### config.mk
export PLATFORM = sky130hd
export DESIGN_NAME = wb8_wb32_bridge
export DESIGN_NICKNAME = d
export VERILOG_FILES = /design/src/rtl/wb8_wb32_bridge.sv
export SDC_FILE = /design/constraint.sdc
export NUM_CORES = 1
export LEC_CHECK = 0
export ABC_CLOCK_PERIOD_IN_PS = 5200
export CAP_MARGIN = 25
export CORE_UTILIZATION = 52
export DETAILED_ROUTE_END_ITERATION = 8
export GPL_TIMING_DRIVEN = 0
export PLACE_DENSITY = 0.91
export SLEW_MARGIN = 20
export SYNTH_ARGS = -nofsm -noshare
export SYNTH_HDL_FRONTEND = slang
export SYNTH_SLANG_ARGS = --single-unit
export TNS_END_PERCENT = 1
### constraint.sdc
create_clock -name clk -period 5.2 [get_ports clk]
set_clock_uncertainty 0.15 [all_clocks]
set_input_delay 1.04 -clock clk [delete_from_list [all_inputs] [get_ports clk]]
set_output_delay 1.04 -clock clk [all_outputs]
set_load 0.05 [all_outputs]
### src/rtl/wb8_wb32_bridge.sv
// Bridges an 8-bit Wishbone responder port onto a 32-bit big-endian Wishbone
// initiator, with an optional one-word read buffer that serves repeated byte reads.
module wb8_wb32_bridge #(
  parameter int ENABLE_BUFFER = 1
) (
  input  logic        clk,
  input  logic        reset,
  // 8-bit responder side
  input  logic [0:23] s_adr_i,
  input  logic [0:7]  s_dat_i,
  output logic [0:7]  s_dat_o,
  input  logic        s_we_i,
  input  logic [0:0]  s_sel_i,
  input  logic        s_stb_i,
  input  logic        s_cyc_i,
  output logic        s_ack_o,
  // 32-bit initiator side
  output logic [0:21] m_adr_o,
  output logic [0:31] m_dat_o,
  input  logic [0:31] m_dat_i,
  output logic        m_we_o,
  output logic [0:3]  m_sel_o,
  output logic        m_stb_o,
  output logic        m_cyc_o,
  input  logic        m_ack_i,
  // buffer invalidate pulse
  input  logic        inval_i
);

  typedef enum logic [1:0] {IDLE, BUS, ACK} state_t;

  state_t      state;
  logic        buf_valid;
  logic [0:21] buf_tag;
  logic [0:31] buf_data;
  logic [1:0]  lane_q;
  logic        we_q;
  logic        aborted;

  logic req;
  logic hit;

  assign req = s_cyc_i && s_stb_i && !s_ack_o;
  assign hit = (ENABLE_BUFFER != 0) && buf_valid && (buf_tag == s_adr_i[0:21]) && !s_we_i;

  // Lane 0 is the most significant byte of the 32-bit word.
  function automatic logic [0:7] lane_byte(input logic [0:31] w, input logic [1:0] l);
    case (l)
      2'd0:    lane_byte = w[0:7];
      2'd1:    lane_byte = w[8:15];
      2'd2:    lane_byte = w[16:23];
      default: lane_byte = w[24:31];
    endcase
  endfunction

  // NOTE: non-blocking assignments throughout so every register samples the
  // pre-edge value of its neighbours, independent of statement order.
  always_ff @(posedge clk) begin
    if (reset) begin
      // NOTE: buf_data/buf_tag are storage gated by buf_valid, so they are
      // deliberately left out of reset; clearing the valid flag is enough.
      state     <= IDLE;
      buf_valid <= 1'b0;
      s_ack_o   <= 1'b0;
      s_dat_o   <= '0;
      m_cyc_o   <= 1'b0;
      m_stb_o   <= 1'b0;
      m_we_o    <= 1'b0;
      m_sel_o   <= 4'b0000;
      m_adr_o   <= '0;
      m_dat_o   <= '0;
      lane_q    <= 2'd0;
      we_q      <= 1'b0;
      aborted   <= 1'b0;
    end else begin
      case (state)
        IDLE: begin
          if (req) begin
            lane_q <= s_adr_i[22:23];
            if (hit) begin
              s_dat_o <= lane_byte(buf_data, s_adr_i[22:23]);
              s_ack_o <= 1'b1;
              state   <= ACK;
            end else if (s_we_i && !s_sel_i[0]) begin
              s_ack_o <= 1'b1;
              state   <= ACK;
            end else begin
              m_adr_o <= s_adr_i[0:21];
              m_dat_o <= {4{s_dat_i}};
              m_we_o  <= s_we_i;
              m_sel_o <= s_we_i ? (4'b1000 >> s_adr_i[22:23]) : 4'b1111;
              m_cyc_o <= 1'b1;
              m_stb_o <= 1'b1;
              we_q    <= s_we_i;
              aborted <= 1'b0;
              state   <= BUS;
            end
          end
        end

        BUS: begin
          // An abandoned 8-bit cycle still lets the 32-bit cycle finish.
          if (!s_cyc_i) aborted <= 1'b1;
          if (m_ack_i) begin
            m_cyc_o <= 1'b0;
            m_stb_o <= 1'b0;
            if (!we_q) begin
              buf_data  <= m_dat_i;
              buf_tag   <= m_adr_o;
              buf_valid <= 1'b1;
              s_dat_o   <= lane_byte(m_dat_i, lane_q);
            end else if (buf_valid && (buf_tag == m_adr_o)) begin
              case (lane_q)
                2'd0:    buf_data[0:7]   <= m_dat_o[0:7];
                2'd1:    buf_data[8:15]  <= m_dat_o[0:7];
                2'd2:    buf_data[16:23] <= m_dat_o[0:7];
                default: buf_data[24:31] <= m_dat_o[0:7];
              endcase
            end
            if (aborted || !s_cyc_i) begin
              state <= IDLE;
            end else begin
              s_ack_o <= 1'b1;
              state   <= ACK;
            end
          end
        end

        ACK: begin
          s_ack_o <= 1'b0;
          state   <= IDLE;
        end

        default: state <= IDLE;
      endcase

      // Placed last so an invalidate overrides a same-cycle buffer fill.
      if (inval_i) buf_valid <= 1'b0;
    end
  end

endmodule
==> reports/results.ini, run 1 <==
[finish]
n_antenna_cell = 0
register_area_um2 = 2643
multi_input_area_um2 = 2146
nNetsFinal = 717
area.growth.synth_to_final_pct = 33.16
fillCellCount = 692
post_route_cells_drive_above_1_share_pct = 11.38
fin_util_pct = 71.45

[yosys]
synth_top_family_by_area = multiplexers
synth.distinct_cells = 32
yosysSeqAreaShare_pct = 50.38
synthSimpleGateAreaFrac_pct = 12.09
yosys-top-cells-area = edfxtp_1 31%, dfxtp_1 19%, nand2_1 6.9%, mux4_2 6.9%, mux2i_1 6.5%
yosys.area_share.xor_xnor_pct = 7.347
synthAdderAreaFrac_pct = 0
synth.top_cell.area_share_pct = 30.92
synth_edf_count = 54
yosysWarnings = 0
synth_mux_area_share_pct = 15.72
syn_nets = 566
ys_ff_latch = 105
yosys.area.top_type = edfxtp_1
synth_area_per_cell_um2 = 10.62
ys.flop_type = edfxtp_1
syn-cell-area_um2 = 5245
synth_compound_area_share_pct = 5.749
syn_inst = 494
synthTopCellsByCount = 97 x nand2_1, 54 x edfxtp_1, 51 x dfxtp_1, 37 x inv_1, 37 x o21ai_0
synth_most_common_cell = nand2_1
async_reset_ff_share_pct = 0

[floorplan]
rows = 36
die_y_um = 102.4
ios = 142
start_util_pct = 53.66
die-area_um2 = 10490
chipWidth_um = 102.4
core_area_um2 = 9774

[sta]
worstMarginPinSlew_ps = 992.9
fin_crit_sh_pct = 72.03
fmax_mhz = 267.0
relSlewSlack_pct = 33.36
final-hold-violation-count = 0
final-setup-viol-count = 0
slew_viol_final = 0
fin_hold_ws_ps = 336.8
rsz0062_at_grt = no
fin_crit_ps = 3746
timing.setup.tns_ps = 0

[clock_tree]
cts_htree_levels = 3
post_cts_buffers = 0
clk_latency_ps = 370
clock_sinks = 105
cts_tree = yes
ctsHoldBuffers = 0
cts_made_buffers = 9
clockBufferDepth = 2
post_cts_resize_count = 0
cts.clk_slew.worst_paths_ps = 90
cts_root_buf = clkbuf_8

[worst_setup_path]
max_stage_delay_ps = 790
crit_chain = clkdlybuf4s50_1, nand2_1, or4_1, nor4_1, nand2b_1, o21ai_1
cp_slowest_cell = o21ai_1
worstPathArrival_ps = 3590
crit_path_start_kind = input port
cp-end-kind = flip-flop
worstPathRequired_ps = 5040
path_buf_inv = 1
path_max_fanout = 8
path_class = input port to flip-flop
cp_top_family = simple AND/OR/NAND/NOR gates

[global_routing]
grt_use_total_pct = 28.82
grt_pass1_wl_um = 22470
overflow = 0
grt_max_degree = 23
grt_pass1_vias = 4457
grt_antenna_before_repair = 0

[route]
ant_nets = 0
wl_per_cell_um = 18.41
vias = 4299
drt_first_pass_iters = 5
totalWireLength_um = 14420
drc = 0
vias_per_cell = 5.490
drt_iter0_markers = 279

[power]
peakVddDrop_mv = 0.1704
p_total_mw = 1.761
power_density_nw_per_um2 = 252.2
p_leak_nw = 2.772

[worst_hold_path]
hp-class = flip-flop to flip-flop

[place]
dp_hpwl_um = 10580
place.gp.congestion = 0.8749
port_buffers = 140

[outcome]
status = completed

[job]
cap_violations = 0

-- metrics by stage --
| step | setup slack [ps] | cell area, um2 | std cells |
|---|---|---|---|
| detailed placement | 1119 | 6813 | 767 |
| finish | 1454 | 6984 | 783 |
| floorplan | 1801 | 5245 | 494 |
| global route | 1285 | 6984 | 783 |
| global placement | 886.9 | 6813 | 767 |
| CTS | 1499 | 6984 | 783 |
-- final timing paths --
path / from / to / slack (ps) / cells past startpoint
worst max-delay path: m_ack_i / buf_data[16]$_DFFE_PP_ / 1450 / 6
worst min register to register: m_cyc_o$_SDFFE_PP0P_ / m_cyc_o$_SDFFE_PP0P_ / 340 / 2
worst min-delay path: m_cyc_o$_SDFFE_PP0P_ / m_cyc_o$_SDFFE_PP0P_ / 340 / 2
worst max register to register: state[0]$_SDFFE_PP0P_ / buf_data[16]$_DFFE_PP_ / 2030 / 6
-- cell usage in the layout (no fill, tap or decap), types with 2 or more instances in the layout --
| cell | n |
|---|---|
| nor2b_1 | 14 |
| buf_2 | 2 |
| nor2_1 | 5 |
| o21ai_1 | 4 |
| nor4_1 | 8 |
| mux2i_1 | 34 |
| nand2_1 | 97 |
| buf_1 | 2 |
| clkbuf_8 | 9 |
| edfxtp_1 | 54 |
| o21ai_0 | 33 |
| xor2_1 | 29 |
| mux2_2 | 11 |
| clkinvlp_4 | 3 |
| xnor2_1 | 15 |
| clkbuf_1 | 19 |
| inv_1 | 37 |
| nand3_1 | 2 |
| mux4_2 | 16 |
| clkdlybuf4s50_1 | 140 |
| a21oi_1 | 15 |
| nand4_1 | 3 |
| inv_6 | 2 |
| buf_4 | 26 |
| dfxtp_1 | 51 |
| nand2b_1 | 6 |
| nor4_2 | 2 |
| buf_8 | 2 |
-- registers in the layout, indices dropped and copies added, names as in the netlist --
register	flops
aborted	1
buf_data	32
buf_tag	22
buf_valid	1
lane_q	2
m_adr_o	22
m_cyc_o	1
m_dat_o	8
m_sel_o	4
s_ack_o	1
s_dat_o	8
state	2
we_q	1
-- worst min-delay path, delay by kind of cell, from the launching register on --
| family | cells | cell delay [ps] |
|---|---|---|
| DFF | 1 | 330 |
| buffers and inverters | 1 | 60 |
| AOI/OAI and AO/OA | 1 | 50 |
-- layer usage --
layer / share of wire [%] / GRT usage [%] / wire, um / up-vias
met3: 7.8 / 4.720 / 1119 / 36
met4: 2.9 / 13.96 / 417 / 0
met5: 0 / 0 / 0 / -
met1: 39 / 35.99 / 5664 / 2049
met2: 50 / 48.67 / 7213 / 261
li1: - / - / - / 1953
-- where the power goes --
group	internal [mW]	switching, mW
clock	0.178	0.292
combinational	0.163	0.208
sequential	0.895	0.0242
total	1.24	0.524
-- cell type report --
| class | instances | area share (%) |
|---|---|---|
| well taps | 133 | 2.383 |
| inverters | 37 | 1.989 |
| flip-flops and latches | 105 | 37.84 |
| clock inverters | 5 | 0.5733 |
| multi-input cells | 302 | 30.72 |
| plain buffers | 50 | 4.550 |
| clock buffers | 11 | 1.881 |
| repair buffers | 140 | 20.06 |
-- logic make-up (layout without fill, tap and decap cells) --
logic type	after synthesis	in the layout
XOR/XNOR	44	44
AND/OR/NAND/NOR	140	140
buffers and inverters	87	243
AO/OA/AOI/OAI	57	57
multiplexers	61	61
flip-flops	105	105
No activity file was read; power rests on OpenSTA's default activity.
==> run 2: changes to the inputs <==
ABC_CLOCK_PERIOD_IN_PS = 3250   (was 5200)
CORE_UTILIZATION = 44   (was 52)
PLACE_DENSITY = 0.83   (was 0.91)
clock period = 3.25 ns   (was 5.2 ns; I/O delays follow)
==> run 2 against run 1 <==
The flow now finishes with violations (DRC). Sequential power is 60% higher. Total power is 77% higher. Final cell count is 1.3% higher. Setup slack worse by 1400 ps. First-iteration DRC count is 5.7% lower. Register-to-register slack worse by 1700 ps. Critical endpoint is now buf_data[24]$_DFFE_PP_. Largest power group unchanged.
==> reports/results.ini, run 2 (synthesis gave the netlist of run 1 again) <==
[outcome]
status = complete, but fails checks
violations = DRC

[floorplan]
die-area_um2 = 12360  ; +18%
rows = 39  ; +8.3%
chipWidth_um = 111.2  ; +8.5%
ios = 142  ; unchanged
start_util_pct = 45.55  ; -8.1 points
die_y_um = 111.2  ; +8.5%
core_area_um2 = 11520  ; +18%

[finish]
largest_reg_flops = 32  ; unchanged
n_antenna_cell = 0  ; unchanged
final_common_cell = clkdlybuf4s50_1
post_route_cells_drive_above_1_share_pct = 12.00  ; +0.62 points
nNetsFinal = 717  ; unchanged
largestRegisters = buf_data (32), buf_tag (22), m_adr_o (22)
final_cells = 793  ; +1.3%
final_cell_mix = 140 x clkdlybuf4s50_1, 97 x nand2_1, 54 x edfxtp_1
largest-register = buf_data
fillCellCount = 920  ; +33%
area.growth.synth_to_final_pct = 35.93

[place]
place.gp.congestion = 0.8441  ; -3.5%
dp_slack_ps = -453.3  ; -1572 ps
port_buffers = 140  ; unchanged
place_inst = 777  ; +1.3%
dp_hpwl_um = 10260  ; -3.0%

[sta]
rsz0062_at_grt = no
fin_crit_ps = 3168
relSlewSlack_pct = 36.10  ; +2.7 points
final-hold-violation-count = 0  ; unchanged
final-setup-viol-count = 0  ; unchanged
fmax_mhz = 315.7
fin_ws_ps = 82.01  ; -1372 ps
worstMarginPinSlew_ps = 957.5  ; -35.42 ps
fin_crit_sh_pct = 97.48
slew_viol_final = 0  ; unchanged

[global_routing]
grt_max_degree = 23  ; unchanged
grt_use_total_pct = 22.65  ; -6.2 points
grt_antenna_before_repair = 0  ; unchanged
grt_pass1_wl_um = 21370  ; -4.9%
overflow = 0  ; unchanged
grt_pass1_vias = 4170  ; -6.4%

[clock_tree]
cts_made_buffers = 9  ; unchanged
clock_sinks = 105  ; unchanged
clockBufferDepth = 2  ; unchanged
cts.clk_slew.worst_paths_ps = 60  ; -30 ps
clk_latency_ps = 340  ; -30 ps
cts_tree = yes
cts_htree_levels = 3  ; unchanged
cts_root_buf = clkbuf_16

[power]
power_density_nw_per_um2 = 437.3  ; +73%
peakVddDrop_mv = 0.2851  ; +67%
p_leak_nw = 2.843  ; +2.5%
p_total_mw = 3.118  ; +77%

[worst_setup_path]
crit_path_start_kind = input port
path_class = input port to flip-flop
path_max_fanout = 8  ; unchanged
cp_top_family = simple AND/OR/NAND/NOR gates
crit_chain = clkdlybuf4s50_1, nand2_1, or4_1, nor4_1, nand2_1, o21ai_2
cp_slowest_cell = or4_1
cp-end-kind = flip-flop
max_stage_delay_ps = 540  ; -250 ps
worstPathRequired_ps = 3070  ; -1970 ps
crit_top_cell = nand2_1
path_buf_inv = 1  ; unchanged
worstPathArrival_ps = 2990  ; -600 ps

[route]
drt_iter0_markers = 263  ; -5.7%
ant_nets = 0  ; unchanged
wl_per_cell_um = 17.37  ; -5.7%
drt_first_pass_iters = 7  ; +2
vias = 4114  ; -4.3%
vias_per_cell = 5.188  ; -5.5%
drc = 15  ; +15
totalWireLength_um = 13770  ; -4.5%

[worst_hold_path]
hp-class = flip-flop to flip-flop

[job]
cap_violations = 0  ; unchanged

-- run 2: cell count changes in the layout (fill, tap and decap cells not counted) --
cell,delta
clkbuf_16,+10
clkbuf_8,-9
clkinvlp_4,-2
inv_4,+1
o21ai_1,-4
o21ai_2,+4
-- run 2: routing by layer --
layer / global-route usage (%) / share of wire, %
met1: 28.68 / 41
met4: 7.207 / 1.8
met2: 38.96 / 50
met5: 0 / 0
met3: 4.319 / 7.0
-- run 2: power by group --
| group | switching, mW | total (mW) | internal (mW) |
|---|---|---|---|
| clock network | 0.483 | 1.06 | 0.573 |
| registers | 0.0376 | 1.47 | 1.43 |
| logic | 0.329 | 0.591 | 0.261 |
-- run 2: cell type report --
cell class / count / area, um2 / share of cell area [%]
Sequential cell: 105 / 2643 / 37.07
Inverter: 37 / 138.9 / 1.948
Multi-Input combinational cell: 302 / 2161 / 30.31
Tap cell: 143 / 178.9 / 2.510
Clock inverter: 4 / 31.28 / 0.4388
Buffer: 50 / 317.8 / 4.458
Timing Repair Buffer: 140 / 1401 / 19.66
Clock buffer: 12 / 257.7 / 3.615
-- run 2: worst reg2reg max path: cells and delay by family, from the launching register on --
family	cells	cell delay, ps
compound gates	1	510
simple gates	5	1520
flops	1	400
-- run 2: stage by stage --
stage               utilization, %  hold WS [ps]  TNS (ps)  instance area [um2]
finish                       61.91         338.3         0                 7129
global route                 61.91         364.9         0                 7129
CTS                          61.84         341.8    -929.6                 7122
detailed placement           59.27         331.8    -13610                 6825
global placement             59.27         315.9    -23350                 6825
floorplan                        -         294.0         0                 5245
-- run 2: path summary, 6_finish.rpt --
kind / end / start / slack, ps / cells past startpoint
setup / recovery: buf_data[24]$_DFFE_PP_ / m_ack_i / 80 / 6
hold / removal: m_cyc_o$_SDFFE_PP0P_ / m_cyc_o$_SDFFE_PP0P_ / 340 / 2
setup reg to reg: buf_data[24]$_DFFE_PP_ / state[0]$_SDFFE_PP0P_ / 300 / 6
hold reg to reg: m_cyc_o$_SDFFE_PP0P_ / m_cyc_o$_SDFFE_PP0P_ / 340 / 2
-- run 2: what timing repair did --
| item | CTS | global route |
|---|---|---|
| gates cloned | 0 | 0 |
| buffers inserted | 0 | 0 |
| gates resized for setup | 2 | 2 |
| hold buffers | 0 | 0 |
| endpoints found under the hold margin | 0 | 0 |
| endpoints found under the setup margin | 32 | 16 |
==> run 3: changes to the inputs <==
CORE_MARGIN = 2   (was default)
==> run 3 against run 2 <==
The run ends with DRC, setup timing left. Via count grew 2.3%. Critical endpoint is now buf_data[16]$_DFFE_PP_. Sequential power is essentially flat. Sequential cell count is the same. Fmax shrank 4.1%. Largest power group unchanged. Sequential share of layout area about the same. Design area up 0.12%. Final cell count unchanged. Critical path type unchanged.
==> reports/results.ini, run 3 (synthesis gave the netlist of run 1 again) <==
[outcome]
violations = DRC, setup timing
status = complete, but fails checks

[finish]
n_antenna_cell = 0  ; unchanged
area.growth.synth_to_final_pct = 36.09
final_cell_mix = 140 x clkdlybuf4s50_1, 97 x nand2_1, 54 x edfxtp_1
final_common_cell = clkdlybuf4s50_1
largest_reg_flops = 32  ; unchanged
largest-register = buf_data
nNetsFinal = 717  ; unchanged
largestRegisters = buf_data (32), buf_tag (22), m_adr_o (22)
fin_area_um2 = 7138  ; +0.12%
post_route_cells_drive_above_1_share_pct = 12.00  ; unchanged

[floorplan]
die-area_um2 = 12810  ; +3.6%
core_area_um2 = 11520  ; unchanged
rows = 39  ; unchanged
ios = 142  ; unchanged
die_y_um = 113.2  ; +1.8%
start_util_pct = 45.55  ; unchanged
chipWidth_um = 113.2  ; +1.8%

[sta]
fin_ws_ps = -54.42  ; -136.4 ps
fin_crit_sh_pct = 101.7  ; +4.2 points
final-setup-viol-count = 16  ; +16
rsz0062_at_grt = yes
worstMarginPinSlew_ps = 915.6  ; -41.94 ps
fin_crit_ps = 3304  ; +136.4 ps
final-hold-violation-count = 0  ; unchanged
slew_viol_final = 0  ; unchanged
fmax_mhz = 302.6  ; -4.1%
timing.setup.tns_ps = -747.2  ; -747.2 ps
relSlewSlack_pct = 38.96  ; +2.9 points

[route]
drc = 6  ; -9
drt_first_pass_iters = 7  ; unchanged
vias_per_cell = 5.305  ; +2.3%
drt_iter0_markers = 320  ; +22%
wl_per_cell_um = 17.93  ; +3.2%
totalWireLength_um = 14220  ; +3.2%
ant_nets = 0  ; unchanged
vias = 4207  ; +2.3%

[job]
cap_violations = 0  ; unchanged

[power]
peakVddDrop_mv = 0.2993  ; +5.0%
p_leak_nw = 2.847  ; +0.16%
power_density_nw_per_um2 = 444.4  ; +1.6%

[global_routing]
grt_antenna_before_repair = 0  ; unchanged
grt_max_degree = 23  ; unchanged
grt_pass1_wl_um = 21850  ; +2.2%
overflow = 0  ; unchanged
grt_use_total_pct = 22.26  ; -0.39 points
grt_pass1_vias = 4292  ; +2.9%

[clock_tree]
clock_sinks = 105  ; unchanged
ctsHoldBuffers = 0  ; unchanged
clockBufferDepth = 2  ; unchanged
cts_made_buffers = 9  ; unchanged
cts.clk_slew.worst_paths_ps = 70  ; about the same
clk_latency_ps = 360  ; +20 ps
cts_htree_levels = 3  ; unchanged
cts_tree = yes
cts_root_buf = clkbuf_16

[worst_setup_path]
cp-end-kind = flip-flop
path_class = input port to flip-flop
r2r_slack_ps = 150  ; -150 ps
worstPathRequired_ps = 3080  ; about the same
worstPathArrival_ps = 3140  ; +150 ps
path_max_fanout = 8  ; unchanged
crit_path_start_kind = input port

[worst_hold_path]
hp-class = flip-flop to flip-flop

[place]
port_buffers = 140  ; unchanged
place_area_um2 = 6825  ; unchanged
dp_hpwl_um = 10530  ; +2.6%
place.gp.congestion = 0.9005  ; +6.7%
dp_slack_ps = -378.7  ; +74.59 ps

-- run 3: cell types whose count changed in the layout (fill, tap and decap cells not counted), sizes merged --
cell    before  now
clkinv       0    4
bufinv       0    1
inv         40   38
clkbuf      29   26
-- run 3: stage by stage --
| step | utilization [%] | instances | total power [mW] | hold slack [ps] |
|---|---|---|---|---|
| floorplan | - | 494 | 1.842 | 294.0 |
| global placement | 59.27 | 777 | 2.073 | 316.8 |
| detailed placement | 59.27 | 777 | 2.088 | 324.1 |
| CTS | 61.95 | 793 | 3.187 | 335.2 |
| global route | 61.98 | 793 | 3.265 | 357.0 |
| finish | 61.98 | 793 | 3.172 | 333.5 |
-- run 3: final cells by class --
class / instances / area, um2
Inverter: 37 / 138.9
Timing Repair Buffer: 140 / 1401
Clock inverter: 7 / 80.08
Tap cell: 143 / 178.9
Multi-Input combinational cell: 302 / 2153
Fill cell: 912 / 4378
Clock buffer: 9 / 225.2
Sequential cell: 105 / 2643
Buffer: 50 / 317.8
-- run 3: what timing repair did --
item                       CTS  global route
resized for setup            1             1
buffers inserted             0             0
pin swaps                    0             0
setup endpoints to repair   24            24
-- run 3: power breakdown --
part / total [mW] / internal (mW) / switching, mW
Combinational: 0.591 / 0.261 / 0.329
Clock: 1.11 / 0.605 / 0.505
Sequential: 1.47 / 1.43 / 0.0381
Total: 3.17 / 2.30 / 0.873
-- run 3: per-layer routing --
layer / vias up / part of all wire (%) / GRT usage [%]
met1: 2035 / 41 / 28.41
met5: - / 0 / 0
met3: 33 / 6.9 / 4.606
met4: 0 / 2.8 / 9.512
met2: 180 / 50 / 36.85
li1: 1959 / - / -
-- run 3: critical path: stages --
cell and delay (ps):
clkdlybuf4s50_1 510, nand2_1 120, or4_1 520, nor4_1 470
nand2b_1 150, o21ai_1 720
-- run 3: final timing paths --
check	startpoint	endpoint	depth (start not counted)
max reg2reg	state[0]$_SDFFE_PP0P_	buf_data[16]$_DFFE_PP_	6
min reg2reg	buf_valid$_SDFFE_PP0P_	buf_valid$_SDFFE_PP0P_	2
max	m_ack_i	buf_data[16]$_DFFE_PP_	6
min	buf_valid$_SDFFE_PP0P_	buf_valid$_SDFFE_PP0P_	2
